<file path="src/rtl/forwarding_hazard_unit.sv">
// EXE-stage forwarding producer: tracks EX/MEM destinations, issues registered one-hot
// MEM/WB forward selects for the instruction entering EXE, and stalls one cycle on load-use.
module forwarding_hazard_unit #(
   parameter int CNT_W = 16
) (
   input  logic             clk,
   input  logic             rst_n,
   input  logic             id_valid,
   input  logic [4:0]       id_rs,
   input  logic [4:0]       id_rt,
   input  logic [4:0]       id_rd,
   input  logic             id_uses_rt,
   input  logic             id_regdst,
   input  logic             id_reg_write,
   input  logic             id_mem_read,
   input  logic             flush,
   output logic             memAdelant_rs,
   output logic             memAdelant_rt,
   output logic             wbAdelant_rs,
   output logic             wbAdelant_rt,
   output logic             stall,
   output logic [CNT_W-1:0] stall_count
);

   localparam logic [CNT_W-1:0] LP_CNT_MAX = {CNT_W{1'b1}};

   // The WB slot is only needed for the selects already latched into wbAdelant_*, and MEM
   // never needs its load flag, so neither is stored.
   logic [4:0]       r_ex_dst;
   logic             r_ex_wr;
   logic             r_ex_ld;
   logic [4:0]       r_mem_dst;
   logic             r_mem_wr;
   logic             r_mem_rs;
   logic             r_mem_rt;
   logic             r_wb_rs;
   logic             r_wb_rt;
   logic [CNT_W-1:0] r_stall_count;

   logic [4:0] w_id_dst;
   logic       w_ex_prod;
   logic       w_mem_prod;
   logic       w_ex_hit_rs;
   logic       w_ex_hit_rt;
   logic       w_mem_hit_rs;
   logic       w_mem_hit_rt;
   logic       w_stall;
   logic       w_advance;

   always_comb begin
      w_id_dst     = id_regdst ? id_rd : id_rt;
      w_ex_prod    = r_ex_wr  & (r_ex_dst  != 5'd0);
      w_mem_prod   = r_mem_wr & (r_mem_dst != 5'd0);
      w_ex_hit_rs  = w_ex_prod  & (r_ex_dst  == id_rs);
      w_ex_hit_rt  = w_ex_prod  & (r_ex_dst  == id_rt) & id_uses_rt;
      w_mem_hit_rs = w_mem_prod & (r_mem_dst == id_rs);
      w_mem_hit_rt = w_mem_prod & (r_mem_dst == id_rt) & id_uses_rt;
      // Flush outranks the hazard: a squashed consumer never stalls.
      w_stall      = id_valid & ~flush & r_ex_ld & (w_ex_hit_rs | w_ex_hit_rt);
      w_advance    = id_valid & ~flush & ~w_stall;
   end

   always_ff @(posedge clk or negedge rst_n) begin
      if (!rst_n) begin
         r_ex_dst  <= 5'd0;
         r_ex_wr   <= 1'b0;
         r_ex_ld   <= 1'b0;
         r_mem_dst <= 5'd0;
         r_mem_wr  <= 1'b0;
      end else begin
         r_mem_dst <= r_ex_dst;
         r_mem_wr  <= r_ex_wr;
         if (w_advance) begin
            r_ex_dst <= w_id_dst;
            r_ex_wr  <= id_reg_write;
            r_ex_ld  <= id_mem_read;
         end else begin
            r_ex_dst <= 5'd0;
            r_ex_wr  <= 1'b0;
            r_ex_ld  <= 1'b0;
         end
      end
   end

   // Current EX becomes MEM and current MEM becomes WB, so EX hits select MEM (priority).
   always_ff @(posedge clk or negedge rst_n) begin
      if (!rst_n) begin
         r_mem_rs <= 1'b0;
         r_mem_rt <= 1'b0;
         r_wb_rs  <= 1'b0;
         r_wb_rt  <= 1'b0;
      end else begin
         r_mem_rs <= w_advance & w_ex_hit_rs;
         r_mem_rt <= w_advance & w_ex_hit_rt;
         r_wb_rs  <= w_advance & w_mem_hit_rs & ~w_ex_hit_rs;
         r_wb_rt  <= w_advance & w_mem_hit_rt & ~w_ex_hit_rt;
      end
   end

   always_ff @(posedge clk or negedge rst_n) begin
      if (!rst_n) begin
         r_stall_count <= '0;
      end else if (w_stall && (r_stall_count != LP_CNT_MAX)) begin
         r_stall_count <= r_stall_count + CNT_W'(1);
      end
   end

   assign memAdelant_rs = r_mem_rs;
   assign memAdelant_rt = r_mem_rt;
   assign wbAdelant_rs  = r_wb_rs;
   assign wbAdelant_rt  = r_wb_rt;
   assign stall         = w_stall;
   assign stall_count   = r_stall_count;

endmodule

</file>
<file path="config.mk">
export PLATFORM = sky130hd
export DESIGN_NAME = forwarding_hazard_unit
export DESIGN_NICKNAME = d
export VERILOG_FILES = /design/src/rtl/forwarding_hazard_unit.sv
export SDC_FILE = /design/constraint.sdc
export NUM_CORES = 1
export LEC_CHECK = 0
export ABC_AREA = 1
export CAP_MARGIN = 10
export CORE_ASPECT_RATIO = 1.5
export CORE_MARGIN = 2
export CORE_UTILIZATION = 54
export CTS_CLUSTER_SIZE = 14
export DETAILED_ROUTE_END_ITERATION = 7
export GPL_TIMING_DRIVEN = 0
export MAX_ROUTING_LAYER = met4
export PLACE_DENSITY = 0.95
export SLEW_MARGIN = 15
export SYNTH_ARGS = -nofsm -noshare
export SYNTH_HDL_FRONTEND = slang
export SYNTH_SLANG_ARGS = --single-unit
</file>
<file path="constraint.sdc">
create_clock -name clk -period 3.2 [get_ports clk]
set_input_delay 0.64 -clock clk [delete_from_list [all_inputs] [get_ports clk]]
set_output_delay 0.64 -clock clk [all_outputs]
set_load 0.01 [all_outputs]
</file>
==> run summary <==
RSZ-0062 raised after global routing -> false
Status -> finished, final reports clean
DR DRC count -> 0
Worst-Margin Slew -> 0.7234 ns
Hold Fails Final Rpt -> 0
Seq cells post-synth -> 33
Dominant cell type by area after synthesis -> dfrtp_1
Sequential share of the synthesized area -> 0.4151
Clock power frac -> 0.438
Leakage -> 1.235 nW
Commonest non-fill, non-tap cell in the layout -> nand2_1
Overall power -> 922.8 µW
Worst EP required -> 2.56 ns
R2R cell count -> 9
Final instance area -> 0.002580 mm²
Final wirelength -> 4.676 mm
Final ANT Viol Nets -> 0
Diode count -> 0
Crit path arrival time -> 2.28 ns
RR Endpoint -> stall_count[9]$_DFFE_PN0P_
Area after DPL -> 0.002459 mm²
I/O pin count -> 44
Gp weighted congestion -> 0.9263
HPWL after DPL -> 3.504 mm
Dpl ws -> -0.04673 ns
Final Max Slew Viols -> 0
Final period util -> 0.9121
PnR worst setup slack -> 0.2813 ns
Synth top area cells -> dfrtp_1 (42%), nand2_1 (13%), nor2_1 (7.0%)
Iteration-0 DRC Markers -> 61
Max_slew headroom -> 0.5177
H-tree levels -> 2
Port Buf Inserts -> 42
Core Region -> 0.003615 mm²
Routed WL per cell -> 13.55 µm
Mapped cell area -> 0.001989 mm²
Crit path max-delay family -> buffers and inverters
Power Density -> 357.7 mW/mm²
Netlist cell types -> 26
Worst-Skew Late Latency -> 0.29 ns
Vias after detailed routing -> 1849
VDD IR max -> 0.3736 mV
Hold path depth -> 0
Net Sw Frac -> 0.2193
Clock transition at path regs -> 0.06 ns
Synth Instances -> 251
Clock sinks -> 33
Reg2Reg Setup Slack -> 1.46 ns
Clock Skews -> 0.006056 ns
Global Route Usage Sum -> 0.2549
Max Root-Sink Buffers -> 2
Largest net degree at the start of global routing -> 34
Worst hold path class -> reg -> reg
Final net count -> 325
P&R area growth vs syn -> 29.69%
GR Overflow Total -> 0
Fill cells -> 290
Max reg flops -> 16
Total CTS buffers -> 5
Average size of a mapped cell -> 7.926 µm²
Vias per inst -> 5.359
Die width -> 53.56 µm
Ys Warns -> 0
Root Driver -> clkbuf_8
Worst-path cell chain -> clkdlybuf4s50_1 -> inv_1 -> nand2_1 -> nand3_1 -> nor2_2 -> nand3_2 -> nand2_4 -> buf_12 -> nand2_4 -> inv_1 -> dlygate4sd2_1
Setup-failing EPs final -> 0
WHS Endpoint -> r_mem_wr$_DFF_PN0_
Sequential share of power -> 0.467
Die area -> 0.004196 mm²
Initial antenna violation count -> 0
Comb power frac -> 0.095
Int Pwr -> 720.5 µW
Worst setup SP type -> primary input
CTS tree -> done
Most frequent cells in the layout -> nand2_1 (69), clkdlybuf4s50_1 (39), nor2_1 (37), dfrtp_1 (33), inv_1 (20)
Yosys top cell area share -> 0.4151
Starting density of the core -> 0.5504
First-pass GRT wire length -> 7.638 mm
CP peak stage delay -> 0.52 ns
Worst Setup End Kind -> output pin
CP Max Fanout -> 10
Max Clock Freq -> 342.6 MHz
Row cnt -> 27
Syn nets -> 275
Die height -> 78.34 µm
WP buf/inv -> 5
Max_cap viols -> 0
Slowest cell on the critical path -> clkdlybuf4s50_1
R2r startpoint -> stall_count[0]$_DFFE_PN0P_
Vias in the first global route -> 1787
CP Class -> in -> out
WHS -> 0.3834 ns
Fin crit period -> 2.919 ns
Net Switching -> 202.4 µW
Hold Path Origin -> r_ex_wr$_DFF_PN0_
Drt first pass iters -> 4
Share of layout cells above drive strength 1 -> 0.1126
==> kinds of logic after synthesis <==
logic type | synth area share
compound gates | 0.02893
xor+xnor | 0.1057
fa+ha+maj | 0.006288
buf+inv | 0.08805
flops | 0.4151
simple gates | 0.3560
==> synthesized netlist by cell type <==
master / instances
ha_1: 1
nor2_2: 3
o21ai_0: 4
nor3b_2: 1
a21boi_1: 1
buf_6: 1
nor2_1: 37
nor3_1: 1
nand4_1: 19
nand3b_1: 1
nand3_1: 9
xnor2_1: 14
inv_2: 6
nor3_2: 1
xor2_1: 10
inv_1: 20
dfrtp_1: 33
nor2_4: 1
nand3_4: 1
nand2_4: 3
a21oi_1: 6
buf_12: 2
nand2_1: 69
nand3_2: 3
buf_4: 3
buf_1: 1
==> how the worst max path moves through the flow <==
stage,start,endpoint,slack [ns],cells after the start
2_1_floorplan,id_uses_rt,stall,1.17,8
3_3_place_gp,id_rt[0],stall,0.03,11
3_5_place_dp,id_rt[2],stall,-0.05,11
4_1_cts,id_rt[0],stall,0.26,11
5_1_grt,id_rt[0],stall,0.18,11
6_report,id_rt[0],stall,0.28,11
==> stage by stage <==
step	setup TNS, ns	util	instances
floorplan	0	-	251
global placement	0	0.6816	336
detailed placement	-0.04673	0.6802	336
CTS	0	0.7137	345
global route	0	0.7137	345
finish	0	0.7137	345
==> final cells by class <==
type	instances	area, µm²	share of cell area
Multi-Input combinational cell	185	988.4	0.3831
Sequential cell	33	825.8	0.3201
Timing Repair Buffer	43	420.4	0.1629
Inverter	26	97.59	0.03783
Clock buffer	7	86.33	0.03346
Buffer	7	77.57	0.03007
Tap cell	43	53.80	0.02085
Clock inverter	1	30.03	0.01164
==> power groups by stage <==
stage          clock network, mW  registers [mW]  logic (mW)
3_5_place_dp                   0           0.439      0.0892
6_report                   0.404           0.431      0.0877
2_1_floorplan                  0           0.438      0.0413
4_1_cts                    0.411           0.431      0.0891
5_1_grt                    0.431           0.431      0.0986
3_3_place_gp                   0           0.438      0.0870
==> per-layer routing <==
layer,part of all wire,track usage,wire length (µm),vias to the layer above
li1,-,-,-,894
met1,0.37,0.2560,1748,871
met2,0.55,0.4457,2559,72
met3,0.052,0.05513,243,12
met4,0.027,0.1256,124,0
met5,0,-,0,-
==> what timing repair did <==
| action | 4_1_cts | 5_1_grt |
|---|---|---|
| hold buffers | 0 | 0 |
| endpoints found under the setup margin | 1 | 0 |
| gates resized for setup | 2 | 0 |
| setup buffers | 1 | 0 |
No activity file was read; power rests on OpenSTA's default activity.
